### src/rtl/fp_sqrt_seq.sv
// fp_sqrt_seq: sequential IEEE-754 single-precision square root.
// The operand is unpacked and classified, and its exponent is halved. A
// non-restoring digit recurrence then produces one root bit per cycle. The
// result is rounded to nearest-even and returned over a valid/ready handshake.
// Optional feature macro: FP_SQRT_SUBNORM_EN. When it is defined, subnormal
// operands are normalised with a leading-zero count. When it is undefined,
// they are flushed to a signed zero.
module fp_sqrt_seq #(
  parameter int EXP_W  = 8,
  parameter int MANT_W = 23,
  parameter int BIAS   = 127
) (
  input  logic                  clk,
  input  logic                  rst_n,
  input  logic                  in_valid,
  output logic                  in_ready,
  input  logic [EXP_W+MANT_W:0] in_data,
  output logic                  out_valid,
  input  logic                  out_ready,
  output logic [EXP_W+MANT_W:0] out_data,
  output logic [1:0]            out_flags,
  output logic                  busy
);

  localparam int WORD_W = EXP_W + MANT_W + 1;
  localparam int SIG_W  = MANT_W + 1;       // 1.f significand
  localparam int ROOT_W = MANT_W + 2;       // 1.f root plus guard bit
  localparam int RAD_W  = 2 * ROOT_W;       // two radicand bits per root bit
  localparam int REM_W  = ROOT_W + 2;       // two's-complement partial remainder
  localparam int EW2    = EXP_W + 2;        // signed unbiased exponent
  localparam int CNT_W  = $clog2(ROOT_W + 1);

  localparam logic [WORD_W-1:0] QNAN = {1'b0, {EXP_W{1'b1}}, 1'b1, {(MANT_W-1){1'b0}}};
  localparam logic [WORD_W-1:0] PINF = {1'b0, {EXP_W{1'b1}}, {MANT_W{1'b0}}};

`ifdef FP_SQRT_SUBNORM_EN
  localparam bit SUB_EN = 1'b1;
  localparam int LZW    = $clog2(MANT_W + 1);

  // Count the leading zeros of the stored fraction. Only subnormals use this.
  function automatic logic [LZW-1:0] lzc(input logic [MANT_W-1:0] f);
    logic found;
    lzc   = '0;
    found = 1'b0;
    for (int i = MANT_W - 1; i >= 0; i--) begin
      if (!found) begin
        if (f[i]) found = 1'b1;
        else      lzc   = lzc + LZW'(1);
      end
    end
  endfunction
`else
  localparam bit SUB_EN = 1'b0;
`endif

  typedef enum logic [2:0] {IDLE, PREP, ITER, ROUND, DONE} state_t;

  state_t              state;
  logic [WORD_W-1:0]   op;
  logic [RAD_W-1:0]    rad;
  logic [REM_W-1:0]    rem;
  logic [ROOT_W-1:0]   root;
  logic [CNT_W-1:0]    cnt;
  logic [EXP_W-1:0]    res_exp;

  // Operand fields and classification
  logic                op_sign;
  logic [EXP_W-1:0]    op_exp;
  logic [MANT_W-1:0]   op_frac;
  logic                exp_max, exp_zero, frac_zero;

  assign op_sign   = op[WORD_W-1];
  assign op_exp    = op[WORD_W-2 -: EXP_W];
  assign op_frac   = op[MANT_W-1:0];
  assign exp_max   = &op_exp;
  assign exp_zero  = ~|op_exp;
  assign frac_zero = ~|op_frac;

  logic                sp_hit;
  logic [WORD_W-1:0]   sp_data;
  logic [1:0]          sp_flags;

  // Special-case classification: NaN, zero/flushed subnormal, negative, +inf.
  always_comb begin
    // NOTE: every output of a combinational block is given a default first, so no path through the if-chain can infer a latch.
    sp_hit   = 1'b1;
    sp_data  = '0;
    sp_flags = 2'b00;
    if (exp_max && !frac_zero) begin
      sp_data  = QNAN;
      sp_flags = {~op_frac[MANT_W-1], 1'b0};
    end else if (exp_zero && (frac_zero || !SUB_EN)) begin
      sp_data = {op_sign, {(WORD_W-1){1'b0}}};
    end else if (op_sign) begin
      sp_data  = QNAN;
      sp_flags = 2'b10;
    end else if (exp_max) begin
      sp_data = PINF;
    end else begin
      sp_hit = 1'b0;
    end
  end

  // Normalisation: significand, even-exponent alignment, radicand.
  logic [SIG_W-1:0]        sig;
  logic signed [EW2-1:0]   e_unb, e_half;
  logic [ROOT_W-1:0]       sig_adj;
  logic [RAD_W-1:0]        pr_rad;
  logic [EXP_W-1:0]        pr_exp;
`ifdef FP_SQRT_SUBNORM_EN
  logic [LZW-1:0]          lz;
`endif

  // Form 1.f and the unbiased exponent. An odd exponent moves one bit into the significand.
  always_comb begin
    sig   = {1'b1, op_frac};
    e_unb = $signed({2'b00, op_exp}) - EW2'(BIAS);
`ifdef FP_SQRT_SUBNORM_EN
    lz = lzc(op_frac);
    if (exp_zero) begin
      sig   = {1'b0, op_frac} << (lz + LZW'(1));
      e_unb = EW2'(1 - BIAS) - EW2'(lz) - EW2'(1);
    end
`endif
    e_half  = e_unb >>> 1;
    sig_adj = e_unb[0] ? {sig, 1'b0} : {1'b0, sig};
    pr_rad  = {sig_adj, {ROOT_W{1'b0}}};
    pr_exp  = EXP_W'(e_half + EW2'(BIAS));
  end

  // One non-restoring step: the remainder sign picks subtract or add, and the new sign gives the root bit.
  logic [REM_W-1:0]  rem_sh, rem_next;
  logic [ROOT_W-1:0] root_next;

  assign rem_sh    = {rem[REM_W-3:0], rad[RAD_W-1 -: 2]};
  assign rem_next  = rem[REM_W-1] ? rem_sh + {root, 2'b11} : rem_sh - {root, 2'b01};
  assign root_next = {root[ROOT_W-2:0], ~rem_next[REM_W-1]};

  // Rounding: correct a negative final remainder, then round the 1.f root to nearest-even using its guard bit.
  logic [REM_W-1:0]  rem_fix;
  logic              sticky, round_up, inexact;
  logic [SIG_W-1:0]  frac_sum;
  logic [EXP_W-1:0]  rnd_exp;
  logic [WORD_W-1:0] rnd_data;

  assign rem_fix  = rem[REM_W-1] ? rem + REM_W'({root, 1'b1}) : rem;
  assign sticky   = |rem_fix;
  assign round_up = root[0] & (sticky | root[1]);
  assign frac_sum = {1'b0, root[MANT_W:1]} + SIG_W'(round_up);
  assign rnd_exp  = res_exp + EXP_W'(frac_sum[MANT_W]);
  assign rnd_data = {1'b0, rnd_exp, frac_sum[MANT_W-1:0]};
  assign inexact  = root[0] | sticky;

  // Control FSM with registered handshake outputs, plus the iteration datapath.
  always_ff @(posedge clk or negedge rst_n) begin
    if (!rst_n) begin
      state     <= IDLE;
      in_ready  <= 1'b1;
      busy      <= 1'b0;
      out_valid <= 1'b0;
      out_data  <= '0;
      out_flags <= 2'b00;
      // NOTE: the datapath registers are reset as well, so an aborted operation leaves no stale operand or partial root behind.
      op        <= '0;
      rad       <= '0;
      rem       <= '0;
      root      <= '0;
      cnt       <= '0;
      res_exp   <= '0;
    end else begin
      // NOTE: all state here uses non-blocking assignments, so every register samples pre-edge values regardless of statement order.
      case (state)
        IDLE: begin
          if (in_valid && in_ready) begin
            op       <= in_data;
            in_ready <= 1'b0;
            busy     <= 1'b1;
            state    <= PREP;
          end
        end
        PREP: begin
          if (sp_hit) begin
            out_data  <= sp_data;
            out_flags <= sp_flags;
            out_valid <= 1'b1;
            state     <= DONE;
          end else begin
            rad     <= pr_rad;
            rem     <= '0;
            root    <= '0;
            cnt     <= CNT_W'(ROOT_W);
            res_exp <= pr_exp;
            state   <= ITER;
          end
        end
        ITER: begin
          rad  <= rad << 2;
          rem  <= rem_next;
          root <= root_next;
          cnt  <= cnt - CNT_W'(1);
          if (cnt == CNT_W'(1)) state <= ROUND;
        end
        ROUND: begin
          out_data  <= rnd_data;
          out_flags <= {1'b0, inexact};
          out_valid <= 1'b1;
          state     <= DONE;
        end
        DONE: begin
          if (out_ready) begin
            out_valid <= 1'b0;
            in_ready  <= 1'b1;
            busy      <= 1'b0;
            state     <= IDLE;
          end
        end
        default: begin
          out_valid <= 1'b0;
          in_ready  <= 1'b1;
          busy      <= 1'b0;
          state     <= IDLE;
        end
      endcase
    end
  end

endmodule

### config.mk
export PLATFORM = sky130hd
export DESIGN_NAME = fp_sqrt_seq
export DESIGN_NICKNAME = d
export VERILOG_FILES = /design/src/rtl/fp_sqrt_seq.sv
export SDC_FILE = /design/constraint.sdc
export NUM_CORES = 1
export LEC_CHECK = 0
export ABC_CLOCK_PERIOD_IN_PS = 5100
export CAP_MARGIN = 20
export CORE_ASPECT_RATIO = 0.75
export CORE_MARGIN = 1.5
export CORE_UTILIZATION = 40
export CTS_CLUSTER_DIAMETER = 80
export DETAILED_ROUTE_END_ITERATION = 10
export GPL_TIMING_DRIVEN = 0
export PLACE_DENSITY_LB_ADDON = 0.1
export SYNTH_ARGS = -nofsm -noshare
export SYNTH_HDL_FRONTEND = slang
export SYNTH_SLANG_ARGS = --single-unit
### constraint.sdc
create_clock -name clk -period 5.1 [get_ports clk]
set_clock_uncertainty 0.1 [all_clocks]
set_input_delay 1.275 -clock clk [delete_from_list [all_inputs] [get_ports clk]]
set_output_delay 1.275 -clock clk [all_outputs]
set_load 0.005 [all_outputs]
==> impl_metrics.toml, run 1 <==
[route]
met1_length_microns = 16200
post_drt_via_cell_ratio = 5.47
drtAntennaViolNets = 0
drcViolationCount = 0
routed.top_layer = "met4"
dr_wl_met3_microns = 1030
routed_wl_microns = 28800
dr_total_vias = 8778
drtIter0Drc = 660
wl_met2_microns = 11400
dr.pass1.iters = 5
drt-wirelength-per-cell_microns = 18.0

[job]
maxCapViolations = 0

[critical_path]
worstPathArrival_ps = 4580
ff2ff_path_depth = 15
r2r_start = "rem[26]$_DFFE_PN0P_"
critPathLaunch = "rem[26]$_DFFE_PN0P_"
cp-start-kind = "flop"
path_max_fanout = 10
crit_required_ps = 5300
crit_type = "reg2reg"
rr_endpoint = "rem[26]$_DFFE_PN0P_"
critPathBufInv = 3
path_cells = "clkbuf_8 > buf_8 > clkbuf_1 > xnor2_1 > ha_1 > o21a_1 > o21ai_0 > and2_0 > a31oi_1 > a221oi_1 > a21oi_1 > a21oi_1 > o21ai_1 > xnor2_1 > o21ai_0"
cpPeakStageDelay_ps = 610
end_kind = "flop"
cp_slowest_cell = "a221oi_1"
rrSetupSlack_ps = 730
critical-path-top-delay-family = "compound AO/OA/AOI/OAI gates"

[hold_path]
hold_depth = 2
min_to = "rad[48]$_DFFE_PN0P_"
worstHoldStart = "rad[46]$_DFFE_PN0P_"
hold_path.class = "reg2reg"

[clock_network]
root_buffer = "clkbuf_16"
cts_hold_buf = 0
cts_resized = 0
cts_setup_buffers = 0
clock_sinks = 162
htree_levels = 4
cts_made_buffers = 17
cts_tree = "done"
clk_latency_ps = 440
clk_path_buf_depth = 2
clk_pin_slew_ps = 70

[timing]
fin_hold_ws_ps = 377
finalCritPeriodShare_pct = 85.7
period_needed_ps = 4370
max_slew_margin_pct = 36.3
slew_violations = 0
hold_violations = 0
setup_viol = 0
worst_pin_slew_ps = 948
rsz0062_at_grt = "false"
clock.fmax_mhz = 229

[global_route]
grt.total_usage_pct = 22.0
grt_pass1_vias = 8086
grt_max_degree = 84
grt_overflow = 0
grt_pass1_wl_microns = 46100
antenna_found_initial = 0

[place]
hpwl_microns = 21600
dp.cells = 1574
gp_congestion = 0.863
portBuffers = 72

[synthesis]
synth.cell_area_sq_um = 10400
synth_edf_count = 0
syn_nets = 1258
ys_ff_latch = 162
ys_warn_count = 0
ys_types = 76
ys_seq_area_share_pct = 38.9
ys.flop_type = "dfrtp_1"
syn_inst = 1163
syn_avg_cell_area_sq_um = 8.96
synthArstFlopShare_pct = 100

[cells_and_area]
num_antenna_cells = 0
syn2layout_area_growth_pct = 16.3
nFillCells = 2458
drive_gt1_share_pct = 6.55
nets = 1350
mostFrequentLayoutCells = "nand2_1, dfrtp_1, o21ai_0"
final_common_cell = "nand2_1"
finalNonFillerCells = 1605

[floorplan]
core_sq_um = 25300
initial_core_util_pct = 41.2
rows = 50
die_y_microns = 143
die_w_microns = 189
die_area_sq_um = 27000
io_pins = 73

[pwr]
leakagePower_nw = 5.16
vdd_drop_max_mv = 0.254
power.density_nw_per_um2 = 593

[run_status]
status = "completed"
[where the power goes]
| group | switching, mW | leakage (nW) | internal [mW] |
|---|---|---|---|
| Sequential | 0.491 | 2.11 | 1.70 |
| Combinational | 2.09 | 2.80 | 1.71 |
| Clock | 0.529 | 0.253 | 0.667 |
[worst register-to-register path, delay by kind of cell, from the launching register on]
kind	cells	cell delay (ps)
flip-flops	1	360
AND/OR/NAND/NOR	1	180
buffers and inverters	3	940
XOR/XNOR	2	400
adder cells (fa/ha/maj)	1	390
AO/OA/AOI/OAI	8	1880
[sequential cells by signal (all words and copies together), names as in the netlist, 2 cells and up]
name and cells:
out_data 32, rad 25, state 3, res_exp 8, op 32, out_flags 2, rem 27, cnt 5
root 25
[per-stage QoR]
stage,TNS (ps),util (%),setup WS (ps),total power [mW],area (sq um)
after floorplan,0,-,1660,4.92,10400
after global placement,-716750,45.7,-4460,5.91,11600
after detailed placement,0,45.9,840,5.94,11600
after CTS,0,47.9,805,7.17,12100
after global routing,0,47.9,431,7.76,12100
final,0,47.9,727,7.18,12100
[worst max-delay path by stage]
stage,end,cells past startpoint
2_1_floorplan,root[0]$_DFFE_PN0P_,15
3_3_place_gp,op[10]$_DFFE_PN0P_,1
3_5_place_dp,rem[26]$_DFFE_PN0P_,15
4_1_cts,rem[26]$_DFFE_PN0P_,15
5_1_grt,rem[26]$_DFFE_PN0P_,15
6_report,rem[26]$_DFFE_PN0P_,15
[cell type report]
cell class | instances | area [sq um] | share of cell area [%]
clock inverters | 6 | 58.8 | 0.485
inverters | 19 | 71.3 | 0.589
well taps | 338 | 423 | 3.49
clock buffers | 25 | 455 | 3.76
multi-input cells | 920 | 5920 | 48.9
plain buffers | 62 | 373 | 3.08
flip-flops and latches | 162 | 4060 | 33.5
repair buffers | 73 | 753 | 6.22
[cells in the mapped netlist (5+ instances only)]
cell,number,share of area [%]
xnor2_1,51,4.3
a21o_1,15,1.1
o31ai_1,7,0.50
ha_1,58,7.0
o21ai_1,14,0.67
o21a_1,17,1.2
or2_2,5,0.30
inv_1,19,0.68
a21oi_1,82,3.9
nand2_1,176,6.3
o21ai_0,128,6.2
a211o_1,5,0.42
nor2_1,62,2.2
and3_1,20,1.2
mux2_2,28,3.0
clkbuf_1,47,1.7
nor4_1,9,0.54
dfrtp_1,161,39
nand3_1,48,2.3
a31oi_1,7,0.42
xor2_1,50,4.2
nand4_1,5,0.30
nor3_1,16,0.77
nor2b_1,9,0.54
nand2b_1,5,0.30
buf_1,5,0.18
and2_1,8,0.48
mux2i_1,22,2.1
a211oi_1,6,0.43
[metal layers]
layer	up-vias	GRT usage, %
li1	4319	-
met3	14	3.34
met5	-	0
met2	154	29.1
met4	0	4.68
met1	4291	36.4
[cell families (layout without fill, tap and decap cells)]
logic type / after synthesis / count (layout) / share of synthesized area, %
AND/OR/NAND/NOR: 385 / 385 / 17.1
buffers and inverters: 81 / 185 / 4.26
AO/OA/AOI/OAI: 325 / 325 / 18.9
multiplexers: 50 / 50 / 5.14
adder cells (fa/ha/maj): 59 / 59 / 7.16
flip-flops: 162 / 162 / 38.9
XOR/XNOR: 101 / 101 / 8.49
No activity file was read; power rests on OpenSTA's default activity.
==> run 2: changes to the inputs <==
--- a/config.mk
+++ b/config.mk
@@ -12,7 +12,6 @@
 export CORE_UTILIZATION = 40
 export CTS_CLUSTER_DIAMETER = 80
 export DETAILED_ROUTE_END_ITERATION = 10
-export GPL_TIMING_DRIVEN = 0
 export PLACE_DENSITY_LB_ADDON = 0.1
 export SYNTH_ARGS = -nofsm -noshare
 export SYNTH_HDL_FRONTEND = slang
==> impl_metrics.toml, run 2 (same netlist as run 1, synthesis figures left out) <==
[pwr]
clkPwrFrac_pct = 18.3
p_seq_share_pct = 31.1
finalPower_mw = 7.13
power.net_switching_mw = 3.03
leakagePower_nw = 5.11
power.density_nw_per_um2 = 598
vdd_drop_max_mv = 0.265
p_comb_share_pct = 50.5
swShare_pct = 42.5
p_int_mw = 4.10

[place]
gp_congestion = 0.889
portBuffers = 72
dpl_cell_area_sq_um = 11300
dp_slack_ps = 1440
hpwl_microns = 19200

[clock_network]
clk_pin_slew_ps = 70
clk_latency_ps = 440
root_buffer = "clkbuf_16"
cts_hold_buf = 0
cts_tree = "done"
cts_resized = 0
htree_levels = 4
cts_made_buffers = 17
clk_path_buf_depth = 2
cts_setup_buffers = 0
clock_sinks = 162

[floorplan]
die_w_microns = 189
core_sq_um = 25300
io_pins = 73
die_area_sq_um = 27000
initial_core_util_pct = 41.2
die_y_microns = 143
rows = 50

[cells_and_area]
final_common_cell = "nand2_1"
fin_area_sq_um = 11900
syn2layout_area_growth_pct = 14.5
num_antenna_cells = 0
reg_top3 = "op: 32 flops, out_data: 32 flops, rem: 27 flops"
nets = 1299
mostFrequentLayoutCells = "nand2_1, dfrtp_1, o21ai_0"
drive_gt1_share_pct = 7.89

[timing]
final.setup.tns_ps = 0
fin_ws_ps = 1420
finalCritPeriodShare_pct = 72.1
fin_hold_ws_ps = 375
period_needed_ps = 3680
hold_violations = 0
clock.fmax_mhz = 272
max_slew_margin_pct = 37.4
worst_pin_slew_ps = 939
slew_violations = 0
setup_viol = 0
rsz0062_at_grt = "false"

[route]
drtAntennaViolNets = 0
drcViolationCount = 0
dr.pass1.iters = 5
drt-wirelength-per-cell_microns = 17.4
post_drt_via_cell_ratio = 5.44
routed_wl_microns = 27100
dr_total_vias = 8466
drtIter0Drc = 648

[global_route]
grt_pass1_wl_microns = 44300
grt_overflow = 0
grt_max_degree = 98
grt_pass1_vias = 8073
antenna_found_initial = 0
grt.total_usage_pct = 21.0

[hold_path]
hold_path.class = "reg2reg"

[critical_path]
crit_type = "reg2reg"
cp-start-kind = "flop"
crit_required_ps = 5310
path_max_fanout = 7
worstPathArrival_ps = 3880
end_kind = "flop"

[job]
maxCapViolations = 0

[run_status]
status = "completed"
run 2: cell count changes in the layout (fill, tap and decap cells not counted), sizes merged:
| cell | previous run | this run |
|---|---|---|
| buf | 10 | 13 |
| clkinvlp | 0 | 1 |
| bufbuf | 3 | 0 |
| clkdlybuf4s50 | 72 | 71 |
| bufinv | 1 | 2 |
| clkinv | 5 | 7 |
| clkbuf | 75 | 22 |
run 2: through the flow:
stage | utilization [%] | instances
3_3_place_gp | 44.7 | 1521
5_1_grt | 47.2 | 1555
2_1_floorplan | - | 1163
3_5_place_dp | 44.7 | 1521
4_1_cts | 47.0 | 1553
6_report | 47.2 | 1555
run 2: layout make-up:
cell class | count | area (sq um)
inverters | 19 | 71.3
well taps | 338 | 423
fillers | 2454 | 13400
flip-flops and latches | 162 | 4060
clock buffers | 22 | 484
clock inverters | 10 | 106
repair buffers | 84 | 852
multi-input cells | 920 | 5930
run 2: power by group through the flow:
stage / Combinational [mW] / Sequential [mW] / Clock (mW)
floorplan: 2.89 / 2.02 / 0
CTS: 3.59 / 2.22 / 1.34
global route: 4.06 / 2.30 / 1.39
global placement: 3.57 / 2.23 / 0
detailed placement: 3.56 / 2.24 / 0
finish: 3.61 / 2.22 / 1.31
run 2: path summary, 6_finish.rpt:
check	start	end	slack, ps	depth (start not counted)
max	rem[0]$_DFFE_PN0P_	out_data[0]$_DFFE_PN0P_	1420	11
min	rad[41]$_DFFE_PN0P_	rad[43]$_DFFE_PN0P_	370	2
max in group asynchronous	rst_n	op[15]$_DFFE_PN0P_	3110	2
min in group asynchronous	rst_n	rem[17]$_DFFE_PN0P_	820	1
min reg2reg	rad[41]$_DFFE_PN0P_	rad[43]$_DFFE_PN0P_	370	2
max reg2reg	rem[0]$_DFFE_PN0P_	out_data[0]$_DFFE_PN0P_	1420	11
run 2: routing by layer:
layer	track usage, %	up-vias	wire length, microns
met1	33.0	4064	14600
met5	0	-	0
met2	28.5	182	10700
met4	4.51	0	284
li1	-	4200	-
met3	4.84	20	1510
run 2: worst max-delay path: stages (launching register included):
cell and delay (ps):
dfrtp_1 470, fa_1 520, a211oi_1 280, o21ai_1 160, o311ai_1 480, a311oi_2 280, a211oi_4 380, nor3_1 90
a31oi_1 180, a31oi_2 110, nor4_2 380, o21ai_1 110
==> run 3: changes to the inputs <==
--- a/config.mk
+++ b/config.mk
@@ -5,7 +5,7 @@
 export SDC_FILE = /design/constraint.sdc
 export NUM_CORES = 1
 export LEC_CHECK = 0
-export ABC_CLOCK_PERIOD_IN_PS = 5100
+export ABC_CLOCK_PERIOD_IN_PS = 3400
 export CAP_MARGIN = 20
 export CORE_ASPECT_RATIO = 0.75
 export CORE_MARGIN = 1.5
==> constraint.sdc (replaced) <==
create_clock -name clk -period 3.4 [get_ports clk]
set_clock_uncertainty 0.1 [all_clocks]
set_input_delay 0.85 -clock clk [delete_from_list [all_inputs] [get_ports clk]]
set_output_delay 0.85 -clock clk [all_outputs]
set_load 0.005 [all_outputs]
==> impl_metrics.toml, run 3 (same netlist as run 1, synthesis figures left out) <==
[timing]
hold_violations = 0
rsz0062_at_grt = "true"
worst_pin_slew_ps = 875
final.setup.tns_ps = 0
max_slew_margin_pct = 41.7
clock.fmax_mhz = 300
finalCritPeriodShare_pct = 98.1
period_needed_ps = 3340
fin_hold_ws_ps = 304
setup_viol = 0
slew_violations = 0

[critical_path]
cp_common_cell = "buf_4"
critical-path-top-delay-family = "compound AO/OA/AOI/OAI gates"
end_kind = "flop"
crit_required_ps = 3610
crit_type = "reg2reg"
worstPathArrival_ps = 3540
cp_num_cells = 13
rrSetupSlack_ps = 60
critPathBufInv = 2
path_cells = "buf_4 > fa_2 > a211oi_2 > o21ai_2 > o311ai_2 > buf_4 > a311oi_4 > a211oi_4 > nor3_1 > a31oi_1 > a31oi_2 > nor4_4 > o21ai_1"
path_max_fanout = 5
endpoint = "out_data[0]$_DFFE_PN0P_"
cp-start-kind = "flop"
cpPeakStageDelay_ps = 430
r2r_start = "rem[1]$_DFFE_PN0P_"
critPathLaunch = "rem[1]$_DFFE_PN0P_"
rr_endpoint = "out_data[0]$_DFFE_PN0P_"
ff2ff_path_depth = 13
cp_slowest_cell = "dfrtp_1"

[route]
dr.pass1.iters = 6
routed_wl_microns = 28200
drtIter0Drc = 555
drcViolationCount = 0
drtAntennaViolNets = 0
drt-wirelength-per-cell_microns = 17.5
post_drt_via_cell_ratio = 5.42
dr_total_vias = 8741

[global_route]
grt_overflow = 0
grt.total_usage_pct = 21.2
grt_max_degree = 84
antenna_found_initial = 0
grt_pass1_wl_microns = 45200
grt_pass1_vias = 8112

[pwr]
leakagePower_nw = 5.41
power.density_nw_per_um2 = 913
vdd_drop_max_mv = 0.449
finalPower_mw = 11.4

[job]
maxCapViolations = 0

[run_status]
status = "completed"

[cells_and_area]
num_antenna_cells = 0
drive_gt1_share_pct = 13.8
nets = 1357
final_common_cell = "nand2_1"
syn2layout_area_growth_pct = 20.0
fin_area_sq_um = 12500
mostFrequentLayoutCells = "nand2_1, dfrtp_1, o21ai_0"
reg_top3 = "op: 32 flops, out_data: 32 flops, rem: 27 flops"
nFillCells = 2445
finalNonFillerCells = 1613

[floorplan]
die_y_microns = 143
initial_core_util_pct = 41.2
core_sq_um = 25300
rows = 50
die_area_sq_um = 27000
io_pins = 73
die_w_microns = 189

[clock_network]
cts_tree = "done"
root_buffer = "clkbuf_16"
clock_sinks = 162
cts_made_buffers = 17
clk_path_buf_depth = 2
clk_latency_ps = 430
htree_levels = 4
cts_hold_buf = 0
clk_pin_slew_ps = 70

[place]
portBuffers = 72
hpwl_microns = 19900
gp_congestion = 0.911
dpl_cell_area_sq_um = 11700
dp.cells = 1570

[hold_path]
hold_path.class = "in2async"
[run 3: cell types whose count changed in the layout (fill, tap and decap cells not counted), moves of 3 or more]
cell / before / now
buf_12: 1 / 4
buf_4: 9 / 64
clkbuf_8: 4 / 1
clkinv_4: 1 / 4
ha_1: 58 / 55
o21ai_2: 0 / 3
[run 3: repair_timing]
action                     CTS  global route
setup buffers                1            10
setup endpoints to repair    2            13
resized for setup            1            28
pin swaps                    2            23
[run 3: metal layers]
metal / up-vias / share of wire, % / GRT usage, %
met4: 0 / 0.88 / 4.51
met1: 4230 / 54 / 33.7
met5: - / 0 / 0
met2: 162 / 41 / 29.8
met3: 15 / 3.6 / 3.12
li1: 4334 / - / -
[run 3: final cells by class]
cell class / count / area (sq um) / area share [%]
Clock buffer: 18 / 439 / 3.51
Clock inverter: 14 / 131 / 1.05
Timing Repair Buffer: 142 / 1310 / 10.4
Multi-Input combinational cell: 920 / 6070 / 48.6
Tap cell: 338 / 423 / 3.38
Inverter: 19 / 71.3 / 0.571
Sequential cell: 162 / 4060 / 32.5
[run 3: worst min path at each step]
stage	start	end	slack [ps]	depth (start not counted)
final	rst_n	root[17]$_DFFE_PN0P_	300	1
after global routing	rst_n	root[17]$_DFFE_PN0P_	350	1
after CTS	rst_n	root[17]$_DFFE_PN0P_	330	1
after detailed placement	rad[43]$_DFFE_PN0P_	rad[45]$_DFFE_PN0P_	360	2
after floorplan	rad[25]$_DFFE_PN0P_	rad[27]$_DFFE_PN0P_	350	2
after global placement	rad[47]$_DFFE_PN0P_	rad[49]$_DFFE_PN0P_	360	2
[run 3: power by group]
| part | total (mW) | internal [mW] | leakage, nW | switching [mW] |
|---|---|---|---|---|
| Clock | 1.90 | 1.04 | 0.280 | 0.866 |
| Combinational | 6.28 | 2.96 | 3.01 | 3.32 |
| Sequential | 3.22 | 2.55 | 2.11 | 0.678 |
| Total | 11.4 | 6.54 | 5.41 | 4.87 |
[run 3: per-stage QoR]
stage | util, % | worst slack (ps)
2_1_floorplan | - | 10.6
3_3_place_gp | 46.3 | 49.9
3_5_place_dp | 46.3 | -8.41
4_1_cts | 48.6 | 2.78
5_1_grt | 49.4 | -92.6
6_report | 49.4 | 64.4
